===== src/rtl/key_pkg.sv =====
// Shared types and helpers for the single-button BCD value editor.
package key_pkg;

    typedef enum logic {
        IDLE = 1'b0,
        EDIT = 1'b1
    } edit_state_t;

    typedef logic [3:0] bcd_t;

    function automatic int ms_to_cycles(input int ms, input int hz);
        return ms * (hz / 1000);
    endfunction

    // One BCD digit step; anything at or above 9 folds back to 0.
    function automatic bcd_t bcd_inc(input bcd_t d);
        bcd_t r;
        if (d >= 4'd9) begin
            r = 4'd0;
        end else begin
            r = d + 4'd1;
        end
        return r;
    endfunction

endpackage


===== src/rtl/ms_timer.sv =====
// Restartable terminal-count timer: done pulses in the cycle the count sits at
// TERM-1 while enabled, and the count returns to zero on that same edge.
module ms_timer #(
    parameter int TERM = 4
) (
    input  logic clk,
    input  logic rst_n,
    input  logic clr,
    input  logic en,
    output logic done
);

    localparam int W = (TERM > 1) ? $clog2(TERM) : 1;

    logic [W-1:0] cnt_q;
    logic [W-1:0] cnt_d;

    // Terminal detect; a clear in the same cycle suppresses the pulse.
    always_comb begin
        done = en && !clr && (cnt_q == W'(TERM - 1));
    end

    // Next count: clear wins, then wrap at terminal, otherwise count while enabled.
    always_comb begin
        cnt_d = cnt_q;
        if (clr) begin
            cnt_d = '0;
        end else if (en) begin
            if (done) begin
                cnt_d = '0;
            end else begin
                cnt_d = cnt_q + 1'b1;
            end
        end else begin
            cnt_d = cnt_q;
        end
    end

    // Count register with synchronous active-low reset.
    always_ff @(posedge clk) begin
        if (!rst_n) begin
            cnt_q <= '0;
        end else begin
            cnt_q <= cnt_d;
        end
    end

endmodule


===== src/rtl/key_edit_ctrl.sv =====
// Single-button BCD editor: long press enters/advances/commits, short press
// increments the selected digit, inactivity aborts the edit.
module key_edit_ctrl
    import key_pkg::*;
#(
    parameter int                  IN_C_HZ    = 50_000_000,
    parameter int                  DIGITS     = 4,
    parameter int                  BLINK_MS   = 250,
    parameter int                  TIMEOUT_MS = 10_000,
    parameter logic [4*DIGITS-1:0] INIT_VALUE = '0
) (
    input  logic                clk,
    input  logic                rst_n,
    input  logic                key_short,
    input  logic                key_long,
    output logic [4*DIGITS-1:0] value_bcd,
    output logic [4*DIGITS-1:0] disp_bcd,
    output logic [DIGITS-1:0]   digit_blank,
    output logic                edit_active,
    output logic                commit,
    output logic                abort
);

    localparam int SEL_W       = (DIGITS > 1) ? $clog2(DIGITS) : 1;
    localparam int BLINK_CYC   = ms_to_cycles(BLINK_MS, IN_C_HZ);
    localparam int TIMEOUT_CYC = ms_to_cycles(TIMEOUT_MS, IN_C_HZ);

    edit_state_t         state_q,  state_d;
    logic [4*DIGITS-1:0] value_q,  value_d;
    logic [4*DIGITS-1:0] shadow_q, shadow_d;
    logic [SEL_W-1:0]    sel_q,    sel_d;
    logic                phase_q,  phase_d;
    logic                commit_q, commit_d;
    logic                abort_q,  abort_d;
    logic [4*DIGITS-1:0] disp_q,   disp_d;
    logic [DIGITS-1:0]   blank_q,  blank_d;
    logic                edit_q,   edit_d;

    logic key_any_s;
    logic tmr_clr_s;
    logic tmr_en_s;
    logic blink_done_s;
    logic to_done_s;

    // Both timers sit cleared in IDLE and restart on any key pulse while editing.
    always_comb begin
        key_any_s = key_short | key_long;
        tmr_clr_s = (state_q == IDLE) | key_any_s;
        tmr_en_s  = (state_q == EDIT);
    end

    ms_timer #(.TERM(BLINK_CYC)) u_blink_tmr (
        .clk   (clk),
        .rst_n (rst_n),
        .clr   (tmr_clr_s),
        .en    (tmr_en_s),
        .done  (blink_done_s)
    );

    ms_timer #(.TERM(TIMEOUT_CYC)) u_timeout_tmr (
        .clk   (clk),
        .rst_n (rst_n),
        .clr   (tmr_clr_s),
        .en    (tmr_en_s),
        .done  (to_done_s)
    );

    // Edit FSM: key_long beats key_short, and any key beats the timeout.
    always_comb begin
        state_d  = state_q;
        value_d  = value_q;
        shadow_d = shadow_q;
        sel_d    = sel_q;
        phase_d  = phase_q;
        commit_d = 1'b0;
        abort_d  = 1'b0;
        case (state_q)
            IDLE: begin
                if (key_long) begin
                    state_d  = EDIT;
                    shadow_d = value_q;
                    sel_d    = '0;
                    phase_d  = 1'b1;
                end else begin
                    state_d  = IDLE;
                end
            end
            EDIT: begin
                if (key_long) begin
                    phase_d = 1'b1;
                    if (sel_q == SEL_W'(DIGITS - 1)) begin
                        value_d  = shadow_q;
                        commit_d = 1'b1;
                        state_d  = IDLE;
                        sel_d    = '0;
                    end else begin
                        sel_d = sel_q + 1'b1;
                    end
                end else if (key_short) begin
                    phase_d = 1'b1;
                    for (int i = 0; i < DIGITS; i++) begin
                        if (SEL_W'(i) == sel_q) begin
                            shadow_d[i*4 +: 4] = bcd_inc(shadow_q[i*4 +: 4]);
                        end else begin
                            shadow_d[i*4 +: 4] = shadow_q[i*4 +: 4];
                        end
                    end
                end else if (to_done_s) begin
                    state_d = IDLE;
                    abort_d = 1'b1;
                    sel_d   = '0;
                    phase_d = 1'b1;
                end else if (blink_done_s) begin
                    phase_d = ~phase_q;
                end else begin
                    phase_d = phase_q;
                end
            end
            default: begin
                state_d = IDLE;
                sel_d   = '0;
                phase_d = 1'b1;
            end
        endcase
    end

    // Display-side outputs are computed from next state so they register in step.
    always_comb begin
        edit_d = (state_d == EDIT);
        if (edit_d) begin
            disp_d = shadow_d;
        end else begin
            disp_d = value_d;
        end
        for (int i = 0; i < DIGITS; i++) begin
            blank_d[i] = edit_d && (SEL_W'(i) == sel_d) && !phase_d;
        end
    end

    // State and output registers with synchronous active-low reset.
    always_ff @(posedge clk) begin
        if (!rst_n) begin
            state_q  <= IDLE;
            value_q  <= INIT_VALUE;
            shadow_q <= INIT_VALUE;
            sel_q    <= '0;
            phase_q  <= 1'b1;
            commit_q <= 1'b0;
            abort_q  <= 1'b0;
            disp_q   <= INIT_VALUE;
            blank_q  <= '0;
            edit_q   <= 1'b0;
        end else begin
            state_q  <= state_d;
            value_q  <= value_d;
            shadow_q <= shadow_d;
            sel_q    <= sel_d;
            phase_q  <= phase_d;
            commit_q <= commit_d;
            abort_q  <= abort_d;
            disp_q   <= disp_d;
            blank_q  <= blank_d;
            edit_q   <= edit_d;
        end
    end

    assign value_bcd   = value_q;
    assign disp_bcd    = disp_q;
    assign digit_blank = blank_q;
    assign edit_active = edit_q;
    assign commit      = commit_q;
    assign abort       = abort_q;

endmodule


===== config.mk =====
export PLATFORM = sky130hd
export DESIGN_NAME = key_edit_ctrl
export DESIGN_NICKNAME = d
export VERILOG_FILES = /design/src/rtl/key_pkg.sv /design/src/rtl/ms_timer.sv /design/src/rtl/key_edit_ctrl.sv
export SDC_FILE = /design/constraint.sdc
export NUM_CORES = 1
export LEC_CHECK = 0
export ABC_AREA = 0
export ABC_CLOCK_PERIOD_IN_PS = 2900
export BUFFER_PORTS_ARGS = -buffer_cell sky130_fd_sc_hd__clkbuf_2
export CAP_MARGIN = 20
export CORE_UTILIZATION = 50
export DETAILED_ROUTE_END_ITERATION = 10
export GPL_TIMING_DRIVEN = 0
export PLACE_DENSITY = 0.69
export SLEW_MARGIN = 30
export SYNTH_ARGS = -nofsm -noshare
export SYNTH_HDL_FRONTEND = slang
export SYNTH_SLANG_ARGS = --single-unit

===== constraint.sdc =====
create_clock -name clk -period 2.9 [get_ports clk]
set_input_delay 0.29 -clock clk [delete_from_list [all_inputs] [get_ports clk]]
set_output_delay 0.29 -clock clk [all_outputs]
set_load 0.01 [all_outputs]

### Yosys cells after proc, flatten, opt, wreduce, memory -nomap -nowiden

Cells that the tools add are included.

| word-level totals | value |
|---|---|
| register bits after elaboration | 111 |
| logic and storage cells | 92 |

| operators by class | value |
|---|---|
| magnitude comparators | 4 |
| bitwise operators | 5 |
| add/subtract/negate cells | 7 |
| eq/ne operators | 9 |
| multiplexer cells | 38 |
| reduce and logical (&&, ||, !) cells | 18 |

Operators by type and width:

| operator | number |
|---|---|
| $mux W16 | 7 |
| $mux W4 | 8 |
| $pmux W16 S2 | 1 |
| $add A29 B1 Y29 const B | 1 |
| $eq A29 B29 Y1 const B | 1 |
| $mux W29 | 1 |
| $add A24 B1 Y24 const B | 1 |
| $eq A24 B24 Y1 const B | 1 |
| $mux W24 | 1 |
| $add A4 B1 Y4 const B | 4 |
| $ge A4 B4 Y1 const B | 4 |
| $mux W1 | 12 |
| $logic_and A1 B1 Y1 | 11 |
| $mux W2 | 5 |
| $eq A2 B2 Y1 const A | 4 |
| $eq A1 B2 Y1 const A | 2 |
| $logic_not A2 Y1 | 2 |
| $pmux W1 S2 | 2 |
| $pmux W2 S2 | 1 |
| $reduce_or A4 Y1 | 1 |
| $not A1 Y1 | 3 |
| $reduce_and A3 Y1 | 1 |
| $add A2 B1 Y2 const B | 1 |
| $eq A2 B2 Y1 const B | 1 |
| other kinds (3) | 5 |

### Longest topological paths before layout

Gate-level depths: netlist (run 1).

| depth | value |
|---|---|
| depth after elaboration | 12 |
| gate-level depth with buffers | 8 |

### Hierarchy

Synthesis (run 1) repeated with hierarchy kept, for this count alone.

| second synthesis, totals | value |
|---|---|
| cell total of the unflattened synthesis | 630 |
| area, all modules | 5731.7 um^2 |

By module, submodules not included:

| module | seq. area each (um^2) | area each (um^2) | times used | cells an instance |
|---|---|---|---|---|
| key_edit_ctrl | 1161.1 | 3027.9 | 1 | 320 |
| ms_timer (u_timeout_tmr) | 580.6 | 1505.2 | 1 | 176 |
| ms_timer (u_blink_tmr) | 480.5 | 1198.6 | 1 | 134 |

### Least setup slack after synthesis (run 1)

OpenSTA, ideal clock, no wires.

| timing path | value |
|---|---|
| path type | flip-flop to flip-flop |
| start point | register u_blink_tmr.cnt_q[5] |
| end point | register blank_q[3] (netlist: digit_blank[3]) |
| arrival time | 2080 ps |
| data required time | 2813 ps |
| period minus slack after synthesis | 2167 ps |
| setup slack | 733 ps |
| stages on the path, launching flop included | 7 |
| path through | dfxtp_1 > or4_1 > nor4b_2 > nand4_1 > or3b_1 > a22o_1 > nor4b_2 |

| on the way | value |
|---|---|
| longest elaborated chain between the ends | 9 |

RTL lines:

| element | RTL line | text |
|---|---|---|
| start: declaration | ms_timer.sv:15 | `logic [W-1:0] cnt_q;` |
| start signal: assignment | ms_timer.sv:44 | `cnt_q <= cnt_d;` |
| $eq A24 B24 Y1 | ms_timer.sv:20 | `done = en && !clr && (cnt_q == W'(TERM - 1));` |
| $logic_and A1 B1 Y1 | ms_timer.sv:20 |  |
| $mux W1 | key_edit_ctrl.sv:113 | `end else if (blink_done_s) begin` |
| $mux W1 | key_edit_ctrl.sv:108 | `end else if (to_done_s) begin` |
| $mux W1 | key_edit_ctrl.sv:99 | `end else if (key_short) begin` |
| $mux W1 | key_edit_ctrl.sv:89 | `if (key_long) begin` |
| $pmux W1 S2 | key_edit_ctrl.sv:77 | `case (state_q)` |
| $logic_not A1 Y1 | key_edit_ctrl.sv:136 | `blank_d[i] = edit_d && (SEL_W'(i) == sel_d) && !phase_d;` |
| $logic_and A1 B1 Y1 | key_edit_ctrl.sv:136 |  |
| end signal: assignment | key_edit_ctrl.sv:162 | `blank_q <= blank_d;` |
| end: declaration | key_edit_ctrl.sv:36 | `logic [DIGITS-1:0] blank_q, blank_d;` |

No other way between the ends.
A chain may end at the register's enable or synchronous reset.

### Final worst setup path (run 1)

| timing path | value |
|---|---|
| start point | register u_timeout_tmr.cnt_q[0] |
| end point | register disp_q[14] (netlist: disp_bcd[14]) |

| on the way | value |
|---|---|
| longest elaborated chain between the ends | 7 |

RTL lines:

| element | RTL line | text |
|---|---|---|
| start: declaration | ms_timer.sv:15 |  |
| start signal: assignment | ms_timer.sv:44 |  |
| $eq A29 B29 Y1 | ms_timer.sv:20 |  |
| $logic_and A1 B1 Y1 | ms_timer.sv:20 |  |
| $mux W1 | key_edit_ctrl.sv:108 |  |
| $mux W1 | key_edit_ctrl.sv:99 |  |
| $mux W1 | key_edit_ctrl.sv:89 |  |
| $pmux W1 S2 | key_edit_ctrl.sv:77 |  |
| $mux W16 | key_edit_ctrl.sv:130 | `if (edit_d) begin` |
| end signal: assignment | key_edit_ctrl.sv:161 | `disp_q <= disp_d;` |
| end: declaration | key_edit_ctrl.sv:35 | `logic [4*DIGITS-1:0] disp_q, disp_d;` |

No other way between the ends.

==> impl_results.md, run 1 <==
* Antenna cells at 0
* WL met1 at roughly 5300 um
* CP max FO at 10
* Via count at between 4k and 5k
* Critical Path AT at roughly 2900 ps
* First-pass DRT Iterations at 5
* Syn Area/Cell at approximately 8.5 sq um
* Mapped Area at between 0.005 and 0.006 sq mm
* Met3 WL at 582 um
* Yosys warning count at 0
* Share of layout cells above drive strength 1 at under 10%
* Starting density of the core at between 50% and 60%
* Final ANT Viol Nets at 0
* Crit path cell chain: ha_1 > nand4_1 > nor4_1 > nand4_1 > nand2_1 > nor2_1 > clkbuf_1 > o22a_1
* Clock Path Buffers at 2
* CTS H-tree depth at 3
* PortBufs at 42
* Max transition margin at 55.4%
* Main synth FF type: dfxtp_1
* Largest net degree at the start of global routing at 19
* Layout overhead on the synthesized area at 12.4%
* # DRC at 0
* Slowest stage delay, CP at roughly 410 ps
* Setup Skew at around 12 ps
* Sequential area share after synthesis at a little over two fifths
* Top Metal Used: met4
* Gpl congestion at slightly above 0.9
* Clk Latency, worst-skew pair at 380 ps
* Clk sinks at 111
* Final Hold Viols at 0
* Crit path buf inv count at 1
* Cts bufs inserted at 9
* Count of final max-slew check failures at 0
* RSZ-0062 raised after global routing: no
* Setup ws final at between 300 and 400 ps
* FF-to-FF setup slack at between 300 and 400 ps
* Status: complete, no violations
* Reg2Reg Depth at 8
* Syn nets at 620
* Setup bufs post-CTS at 0
* Post_cts resized at 0
* Horiz. Die Dim at about 100 um
* Fillers at roughly 910
* Drt wl/cell at around 15 um
* Largest delay share family, worst path: simple AND/OR/NAND/NOR gates
* GRT Total Usage at around a quarter
* CP Launch Type: register
* Critical path class: reg -> reg
* Critical Path Start: u_timeout_tmr.cnt_q[0]$_SDFFE_PP0P_
* Distinct cells, synth at 40
* Total gr overflow at 0
* Syn Inst Count at between 500 and 600
* Static leakage at about 0.0021 uW
* Clock root cell: clkbuf_8
* Ys async rst share at 0%
* P per Cell Area at approximately 500 mW/mm^2
* Hold/Removal Path Class: in -> reg
* Die height at slightly above 100 um
* Nets at 673
* CP Data Required Time at roughly 3200 ps
* Crit-path slowest cell: nand2_1
* Sum Neg Setup Slack at 0 ps
* CP Capture Type: register
* Critical R2R Capture: disp_bcd[14]$_SDFF_PN0_
* Pre-CTS setup slack at between 300 and 400 ps
* Drt first-iter violations at 199
* Final WL at between 10000 and 15000 um
* Worst slew pin tran at between 600 and 700 ps
* EDFF count, synth at 0
* Max-cap violations at 0
* Hold buffer count at CTS at 0
* Fmax at a little under 0.4 GHz
* IO Pins at 43
* Most frequent cells in the layout: 111 x dfxtp_1, 78 x nor2_1, 69 x nand2_1
* Worst path depth at 8
* Endpoints failing setup at 0
* Worst Setup EP: disp_bcd[14]$_SDFF_PN0_
* Tmin final at around 2600 ps
* Num rows at 36
* Initial antenna violation count at 0
* Vias in the first global route at 4166
* FF+latch count, synth at 111
* Commonest non-fill, non-tap cell in the layout: dfxtp_1
* DR WL met2 at 5590 um
* CTS tree: built
* Final period util at 89.5%
* First-pass GRT wire length at between 15000 and 20000 um
* Core footprint at 0.00977 sq mm
* R2R Path Start: u_timeout_tmr.cnt_q[0]$_SDFFE_PP0P_
* VDD IR max at approximately 0.00031 V
* Crit path top cell by count: nand4_1
* Post-DP HPWL at around 8200 um
* Vias/cell at 5.53
* DIE AREA at 0.0105 sq mm
* Clk pin slew, worst setup/hold paths at around 100 ps
-- final cells by class --
type | count | area (sq um) | share of cell area [%]
tap | 133 | 166 | 2.93
clock buffer | 9 | 124 | 2.18
clock inverter | 7 | 120 | 2.11
timing repair buffer | 42 | 210 | 3.70
buffer | 26 | 98.8 | 1.74
sequential | 111 | 2220 | 39.1
inverter | 22 | 82.6 | 1.45
multi-input combinational | 439 | 2660 | 46.8
-- cell usage after synthesis (all sizes together) (5+ instances only) --
library cell	n	share of area, %
a211oi	16	2.4
and2	17	2.1
nand4	24	3.0
a31oi	7	0.87
buf	8	0.62
xor2	23	4.0
a21oi	36	3.6
clkbuf	18	1.3
inv	22	1.6
nor2b	13	1.6
or3	6	0.74
xnor2	22	3.8
nand2	69	5.1
nor2	78	5.8
dfxtp	111	44
mux2i	5	0.99
nand3	21	2.1
nor4	5	0.62
and3	8	0.99
nor3	13	1.3
nand2b	5	0.62
ha	18	4.5
o21ai	8	0.79
o22a	16	2.8
-- worst min-delay path by stage --
stage,from,end,cells past startpoint
finish,rst_n,phase_q$_SDFF_PN1_,2
global route,rst_n,phase_q$_SDFF_PN1_,2
CTS,rst_n,phase_q$_SDFF_PN1_,2
detailed placement,value_bcd[11]$_SDFF_PN0_,value_bcd[11]$_SDFF_PN0_,2
global placement,u_blink_tmr.cnt_q[14]$_SDFFE_PP0P_,u_blink_tmr.cnt_q[14]$_SDFFE_PP0P_,2
floorplan,rst_n,phase_q$_SDFF_PN1_,1
-- per-stage QoR --
step / utilization [%] / hold slack (ps) / instances / instance area [sq um] / total power, uW
after floorplan: - / 363 / 598 / 5060 / 1760
after global placement: 55.6 / 481 / 773 / 5430 / 1830
after detailed placement: 55.6 / 492 / 773 / 5430 / 1830
after CTS: 58.1 / 228 / 789 / 5680 / 2930
after global routing: 58.1 / 217 / 789 / 5680 / 3020
final: 58.1 / 229 / 789 / 5680 / 2900
-- routing by layer --
metal	global-route usage, %	vias to the layer above
met5	0	-
met4	9.45	0
met3	4.68	13
met2	38.8	121
met1	31.3	2063
li1	-	2169
-- flip-flops by register name, indices dropped and copies added, names as in the netlist --
name                 count
disp_bcd                16
commit                   1
u_blink_tmr.cnt_q       24
value_bcd               16
shadow_q                16
abort                    1
sel_q                    2
edit_active              1
digit_blank              4
u_timeout_tmr.cnt_q     29
phase_q                  1
-- worst reg2reg max path: stages, from the launching register on --
cell	delay, ps
dfxtp_1	390
ha_1	200
nand4_1	150
nor4_1	280
nand4_1	330
nand2_1	410
nor2_1	120
clkbuf_1	310
o22a_1	300
-- power by group --
part | switching, uW | internal (uW)
Sequential | 29.0 | 1560
Clock | 528 | 577
Combinational | 134 | 80.7
-- kinds of logic after synthesis --
logic type,share of synthesized area [%]
simple gates,27.1
fa+ha+maj,4.45
compound gates,12.1
xor+xnor,7.79
flops,43.9
mux,0.990
buf+inv,3.59
Power figures use the tool's default switching activity.
==> run 2: changes to the inputs <==
--- a/config.mk
+++ b/config.mk
@@ -6,13 +6,14 @@
 export NUM_CORES = 1
 export LEC_CHECK = 0
 export ABC_AREA = 0
-export ABC_CLOCK_PERIOD_IN_PS = 2900
+export ABC_CLOCK_PERIOD_IN_PS = 2160
 export BUFFER_PORTS_ARGS = -buffer_cell sky130_fd_sc_hd__clkbuf_2
 export CAP_MARGIN = 20
 export CORE_UTILIZATION = 50
+export CTS_CLUSTER_DIAMETER = 80
 export DETAILED_ROUTE_END_ITERATION = 10
 export GPL_TIMING_DRIVEN = 0
-export PLACE_DENSITY = 0.69
+export PLACE_DENSITY = 0.71
 export SLEW_MARGIN = 30
 export SYNTH_ARGS = -nofsm -noshare
 export SYNTH_HDL_FRONTEND = slang
==> constraint.sdc (replaced) <==
create_clock -name clk -period 2.16 [get_ports clk]
set_input_delay 0.54 -clock clk [delete_from_list [all_inputs] [get_ports clk]]
set_output_delay 0.54 -clock clk [all_outputs]
set_load 0.01 [all_outputs]
==> run 2 against run 1 <==
  * The run now ends with setup timing left
  * Flip-flop and latch count stayed put
  * Design area grew 2.2%
  * Power grew 27%
  * Maximum frequency increased by 13%
  * Non-clock buffer count is 9 higher
  * Count of clock-buffer cells in the layout is 1 higher
  * Routed wire length grew 2.0%
  * Critical path depth decreased by 2
  * Critical path type unchanged
==> impl_results.md, run 2 (synthesis results as in run 1) <==
* # DRC at 0 (unchanged)
* Most frequent cells in the layout: 107 x dfxtp_1, 78 x nor2_1, 68 x nand2_1 (was 111 x dfxtp_1, 78 x nor2_1, 69 x nand2_1)
* CTS tree: built (unchanged)
* Static leakage at 0.00217 uW (was 0.00207 uW)
* Layout overhead on the synthesized area at 14.8% (was 12.4%)
* Biggest regs: u_timeout_tmr.cnt_q x29, u_blink_tmr.cnt_q x24 (unchanged)
* Tot Pwr at 3680 uW (was 2900 uW)
* Largest Register: u_timeout_tmr.cnt_q (unchanged)
* IO Pins at 43 (unchanged)
* Final WL at 11800 um (was 11600 um)
* Clock root cell: clkbuf_8 (unchanged)
* Total gr overflow at 0 (unchanged)
* First-pass GRT wire length at 19800 um (was 19600 um)
* Final Hold Viols at 0 (unchanged)
* Post-DP HPWL at 8170 um (was 8190 um)
* Worst slew pin tran at 599 ps (was 668 ps)
* Vias in the first global route at 4251 (was 4166)
* Endpoints failing setup at 5 (was 0)
* Gpl congestion at 0.887 (was 0.929)
* Hold/Removal Path Class: in -> reg (unchanged)
* Die height at 103 um (unchanged)
* Initial antenna violation count at 0 (unchanged)
* Hold buffer count at CTS at 0 (unchanged)
* Non-Filler Instances at 798 (was 789)
* Placed cell count at 773 (unchanged)
* CTS H-tree depth at 3 (unchanged)
* Tmin final at 2290 ps (was 2590 ps)
* Fin Hold WS at 462 ps (was 229 ps)
* Sum Neg Setup Slack at -495 ps (was 0 ps)
* Vias/cell at 5.52 (was 5.53)
* Setup ws final at -128 ps (was 306 ps)
* Largest net degree at the start of global routing at 19 (unchanged)
* Final ANT Viol Nets at 0 (unchanged)
* CP Data Required Time at 2490 ps (was 3170 ps)
* Drt wl/cell at 14.8 um (was 14.7 um)
* Share of layout cells above drive strength 1 at 15.0% (was 9.45%)
* PortBufs at 42 (unchanged)
* Crit path cell chain: or4_4 > nor4b_4 > nand4_1 > or3b_4 > a22o_4 > and4bb_1 (was ha_1 > nand4_1 > nor4_1 > nand4_1 > nand2_1 > nor2_1 > clkbuf_1 > o22a_1)
* Fmax at 0.437 GHz (was 0.385 GHz)
* Core footprint at 0.00977 sq mm (unchanged)
* VDD IR max at 0.000371 V (was 0.000311 V)
* DIE AREA at 0.0105 sq mm (unchanged)
* Max-cap violations at 0 (unchanged)
* Antenna cells at 0 (unchanged)
* Status: finished, violations left (was complete, no violations)
* RSZ-0062 raised after global routing: yes (was no)
* Nets at 682 (was 673)
* GRT Total Usage at 24.2% (was 23.9%)
* Clk sinks at 111 (unchanged)
* Commonest non-fill, non-tap cell in the layout: dfxtp_1 (unchanged)
* Starting density of the core at 51.7% (unchanged)
* Final period util at 106% (was 89.5%)
* CP Capture Type: register (unchanged)
* Horiz. Die Dim at 103 um (unchanged)
* Setup Skew at 13.7 ps (was 12.3 ps)
* Max transition margin at 59.7% (was 55.4%)
* Clk pin slew, worst setup/hold paths at 100 ps (about the same)
* Final core occ at 59.4% (was 58.1%)
* Num rows at 36 (unchanged)
* Failing checks: setup timing
* Max reg flops at 29 (unchanged)
* CP max FO at 5 (was 10)
* Count of final max-slew check failures at 0 (unchanged)
* Clock Path Buffers at 2 (unchanged)
* Critical path class: reg -> reg (unchanged)
* Clk Latency, worst-skew pair at 390 ps (was 380 ps)
* Drt first-iter violations at 190 (was 199)
* Slowest stage delay, CP at 540 ps (was 410 ps)
* Via count at 4401 (was 4366)
* Critical Path AT at 2610 ps (was 2860 ps)
* Crit-path slowest cell: or4_4 (was nand2_1)
* Cts bufs inserted at 9 (unchanged)
* CP Launch Type: register (unchanged)
* P per Cell Area at 634 mW/mm^2 (was 511 mW/mm^2)
* First-pass DRT Iterations at 4 (was 5)
-- run 2: cell count changes in the layout (fill, tap and decap cells not counted), moves of 2 or more --
cell,change
clkbuf_1,-11
bufinv_16,-2
clkbuf_2,+9
buf_2,+3
dfxtp_1,-4
nor3_4,+2
dfxtp_2,+4
buf_4,+11
buf_1,-4
clkbuf_4,+2
-- run 2: repair_timing --
action / in CTS / in global routing
setup buffers: 7 / 4
setup endpoints to repair: 77 / 75
gates resized for setup: 19 / 22
pin swaps: 8 / 4
-- run 2: final cells by class --
| type | instances | area, sq um |
|---|---|---|
| Fill cell | 862 | 3970 |
| Buffer | 24 | 114 |
| Tap cell | 133 | 166 |
| Inverter | 22 | 82.6 |
| Clock buffer | 10 | 128 |
| Clock inverter | 6 | 70.1 |
| Sequential cell | 111 | 2230 |
| Multi-Input combinational cell | 439 | 2720 |
| Timing Repair Buffer | 53 | 293 |
-- run 2: path summary, 6_finish.rpt --
check,startpoint,to,slack (ps),cells after the start
max reg2reg,u_blink_tmr.cnt_q[5]$_SDFFE_PP0P_,digit_blank[2]$_SDFF_PN0_,-130,6
min reg2reg,value_bcd[15]$_SDFF_PN0_,value_bcd[15]$_SDFF_PN0_,500,2
max,u_blink_tmr.cnt_q[5]$_SDFFE_PP0P_,digit_blank[2]$_SDFF_PN0_,-130,6
min,rst_n,phase_q$_SDFF_PN1_,460,2
-- run 2: routing by layer --
layer  track usage [%]  up-vias  wire (um)
met5                 0        -          0
met4              11.9        0        320
met3              4.47       31        537
met2              41.1      126       5750
met1              29.4     2053       5220
li1                  -     2191          -
-- run 2: power breakdown --
group / switching [uW] / internal (uW)
Clock: 708 / 545
Combinational: 183 / 114
Sequential: 37.9 / 2090
-- run 2: critical path, delay by kind of cell, from the launching register on --
family | cells | cell delay (ps)
AOI/OAI and AO/OA | 1 | 270
and+or+nand+nor | 5 | 1610
DFF | 1 | 340
-- run 2: metrics by stage --
stage	area [sq um]	worst slack, ps
final	5800	-128
after global routing	5800	-191
after CTS	5730	-125
after detailed placement	5430	-505
after global placement	5430	-485
after floorplan	5060	1.79
==> run 3: changes to the inputs <==
--- a/config.mk
+++ b/config.mk
@@ -17,4 +17,5 @@
 export SLEW_MARGIN = 30
 export SYNTH_ARGS = -nofsm -noshare
 export SYNTH_HDL_FRONTEND = slang
+export SYNTH_HIERARCHICAL = 1
 export SYNTH_SLANG_ARGS = --single-unit
==> run 3 against run 2 <==
  * The run still ends with setup timing left
  * Maximum frequency down 2.7%
  * Flip-flop and latch count unchanged
  * Via count increased by 13%
  * Final cell count grew 5.3%
  * Combinational power about the same
  * Largest power group unchanged
  * Highest routed layer unchanged
==> impl_results.md, run 3 <==
* Core footprint at 0.0110 sq mm (was 0.00977 sq mm)
* Fillers at 934 (was 862)
* Main synth FF type: dfxtp_1 (unchanged)
* Yosys warning count at 6 (was 0)
* Biggest regs: u_timeout_tmr/cnt_q x29, u_blink_tmr/cnt_q x24 (was u_timeout_tmr.cnt_q x29, u_blink_tmr.cnt_q x24)
* GRT Total Usage at 24.7% (was 24.2%)
* Largest net degree at the start of global routing at 18 (was 19)
* Sum Neg Setup Slack at -2960 ps (was -495 ps)
* Status: finished, violations left (unchanged)
* Num rows at 38 (was 36)
* RSZ-0062 raised after global routing: yes (unchanged)
* Gpl congestion at 0.851 (was 0.887)
* Static leakage at 0.00253 uW (was 0.00217 uW)
* Syn Inst Count at 630 (was 598)
* Max transition margin at 47.1% (was 59.7%)
* Ys async rst share at 0% (unchanged)
* Placed cell count at 811 (was 773)
* Setup Skew at 8.79 ps (was 13.7 ps)
* Leading area contributor after synthesis: dfxtp_1 (unchanged)
* VDD IR max at 0.000647 V (was 0.000371 V)
* Share of layout cells above drive strength 1 at 23.3% (was 15.0%)
* Drt first-iter violations at 252 (was 190)
* Mapped Area at 0.00573 sq mm (was 0.00506 sq mm)
* Distinct cells, synth at 81 (was 40)
* Most frequent cells in the layout: 109 x dfxtp_1, 67 x nand2_1, 63 x nor2_1 (was 107 x dfxtp_1, 78 x nor2_1, 68 x nand2_1)
* EDFF count, synth at 0 (unchanged)
* Total gr overflow at 0 (unchanged)
* First-pass DRT Iterations at 4 (unchanged)
* R2R Path Start: edit_active$_SDFF_PN0_ (was u_blink_tmr.cnt_q[5]$_SDFFE_PP0P_)
* P per Cell Area at 598 mW/mm^2 (was 634 mW/mm^2)
* Int Pwr at 3100 uW (was 2750 uW)
* Antenna cells at 0 (unchanged)
* Post-DP HPWL at 9570 um (was 8170 um)
* Combinational group share of total power at 7.2% (was 8.1%)
* Clk pin slew, worst setup/hold paths at 70 ps (was 100 ps)
* PortBufs at 41 (was 42)
* Die height at 109 um (was 103 um)
* Synth area leaders: dfxtp_1 39%, nand2_1 4.4%, nor2_1 4.1% (was dfxtp_1 44%, nor2_1 5.8%, nand2_1 5.1%)
* Layout overhead on the synthesized area at 18.5% (was 14.8%)
* Synth top area share at 38.8% (was 43.9%)
* Fmax at 0.425 GHz (was 0.437 GHz)
* CTS tree: built (unchanged)
* Final WL at 14100 um (was 11800 um)
* Critical Path AT at 2600 ps (was 2610 ps)
* Max reg flops at 29 (unchanged)
* Clock root cell: clkbuf_16 (was clkbuf_8)
* DIE AREA at 0.0119 sq mm (was 0.0105 sq mm)
* First-pass GRT wire length at 22700 um (was 19800 um)
* Syn nets at 652 (was 620)
* Failing checks: setup timing (unchanged)
* Starting density of the core at 52.2% (was 51.7%)
* Initial antenna violation count at 0 (unchanged)
* CP Launch Type: input pin (was register)
* Count of final max-slew check failures at 0 (unchanged)
* Non-Filler Instances at 840 (was 798)
* Design Area, Final at 0.00679 sq mm (was 0.00580 sq mm)
* Register area at 0.00223 sq mm (unchanged)
* Endpoints failing setup at 21 (was 5)
* IO Pins at 43 (unchanged)
* CP Capture Type: register (unchanged)
* Final period util at 109% (was 106%)
* # DRC at 0 (unchanged)
* Clk sinks at 111 (unchanged)
* Worst Hold Launch: u_blink_tmr/cnt_q[4]$_SDFFE_PP0P_ (was rst_n)
* CTS H-tree depth at 3 (unchanged)
* FF-to-FF setup slack at -160 ps (was -130 ps)
* CP Data Required Time at 2410 ps (was 2490 ps)
* Hold/Removal Path Class: reg -> reg (was in -> reg)
* Top cells by count, synth: 111 x dfxtp_1, 67 x nand2_1, 63 x nor2_1, 27 x a21oi_1 (was 111 x dfxtp_1, 78 x nor2_1, 69 x nand2_1, 36 x a21oi_1, 24 x nand4_1)
* Sequential power share at 51.4% (was 57.8%)
* Hold buffer count at CTS at 0 (unchanged)
* Commonest non-fill, non-tap cell in the layout: dfxtp_1 (unchanged)
* Vias in the first global route at 4696 (was 4251)
* Largest Register: u_timeout_tmr/cnt_q (was u_timeout_tmr.cnt_q)
* Cts bufs inserted at 9 (unchanged)
* Final Hold Viols at 0 (unchanged)
* Clk Latency, worst-skew pair at 360 ps (was 390 ps)
* Multi-input logic area at 0.00343 sq mm (was 0.00272 sq mm)
* Fin Hold WS at 484 ps (was 462 ps)
* Horiz. Die Dim at 109 um (was 103 um)
* Tmin final at 2350 ps (was 2290 ps)
* Reg2Reg Depth at 10 (was 6)
* Hold depth at 2 (unchanged)
* Setup ws final at -191 ps (was -128 ps)
* WHS Endpoint: u_blink_tmr/cnt_q[4]$_SDFFE_PP0P_ (was phase_q$_SDFF_PN1_)
* Syn Area/Cell at 9.10 sq um (was 8.46 sq um)
* Final ANT Viol Nets at 0 (unchanged)
* Critical R2R Capture: disp_bcd[1]$_SDFF_PN0_ (was digit_blank[2]$_SDFF_PN0_)
* FF+latch count, synth at 111 (unchanged)
* Power share of the clock group at 41.4% (was 34.1%)
* Clock Path Buffers at 2 (unchanged)
* CP max FO at 5 (unchanged)
* Post-DP Area at 0.00615 sq mm (was 0.00543 sq mm)
* Sequential area share after synthesis at 38.8% (was 43.9%)
* Worst slew pin tran at 794 ps (was 599 ps)
* Vias/cell at 5.92 (was 5.52)
* Sw Share at 23.6% (was 25.3%)
* Via count at 4976 (was 4401)
* Switching pwr at 959 uW (was 930 uW)
* Count leader, synth: dfxtp_1 (unchanged)
* Nets at 717 (was 682)
* Critical path class: in -> reg (was reg -> reg)
* Max-cap violations at 0 (unchanged)
* Drt wl/cell at 16.8 um (was 14.8 um)
==> run 3: power by group through the flow <==
stage	sequential, uW	clock, uW	combinational, uW
final	2090	1680	294
after global routing	2090	1770	313
after global placement	2140	0	236
after detailed placement	2140	0	241
after CTS	2090	1710	280
after floorplan	2140	0	160
==> run 3: cell type report <==
type	count	area share, %
Multi-Input combinational cell	466	50.5
Clock buffer	12	3.48
Tap cell	140	2.58
Inverter	18	0.995
Clock inverter	4	0.811
Buffer	34	3.41
Timing Repair Buffer	55	5.40
Sequential cell	111	32.8
==> run 3: worst max path at each step <==
stage | endpoint | cells after the start | startpoint | slack [ps]
2_1_floorplan | disp_bcd[12]$_SDFF_PN0_ | 10 | key_long | -300
3_3_place_gp | digit_blank[0]$_SDFF_PN0_ | 10 | key_long | -860
3_5_place_dp | digit_blank[0]$_SDFF_PN0_ | 10 | key_long | -1020
4_1_cts | disp_bcd[1]$_SDFF_PN0_ | 11 | key_long | -180
5_1_grt | digit_blank[0]$_SDFF_PN0_ | 10 | key_long | -240
6_report | disp_bcd[1]$_SDFF_PN0_ | 11 | key_long | -190
==> run 3: logic make-up (layout without fill, tap and decap cells) <==
family                   count (synthesis)  count (layout)  synth area share (%)
AND/OR/NAND/NOR                        269             269                  26.5
AO/OA/AOI/OAI                          129             129                  17.9
flip-flops                             111             111                  38.8
buffers and inverters                   53             123                  4.67
XOR/XNOR                                29              29                  4.43
multiplexers                            21              21                  3.75
adder cells (fa/ha/maj)                 18              18                  3.93
==> run 3: metal layers <==
layer / wire, um / track usage (%) / vias to the layer above
met5: 0 / 0 / -
met4: 361 / 9.17 / 0
met3: 594 / 6.16 / 36
met2: 6950 / 42.8 / 126
met1: 6170 / 29.3 / 2392
li1: - / - / 2422
==> run 3: critical path: stages <==
cell       delay (ps)
clkbuf_16         120
and2b_4           260
nand2b_4           70
nor4b_4           250
nand4_1           250
nor3_4            270
nand2b_4          100
a22o_4            280
and2_4            180
buf_12            140
a2bb2oi_2         130
==> run 3: metrics by stage <==
stage / power, uW / setup WS (ps) / util (%)
after global routing: 4180 / -239 / 61.8
after global placement: 2370 / -865 / 56.0
after detailed placement: 2380 / -1020 / 56.0
final: 4060 / -191 / 61.8
after floorplan: 2300 / -298 / -
after CTS: 4070 / -180 / 60.8
==> run 3: repair_timing <==
item,in CTS,in global routing
resized for setup,25,19
gates cloned,1,0
buffers inserted,11,2
setup endpoints to repair,47,45
pin swaps,5,4
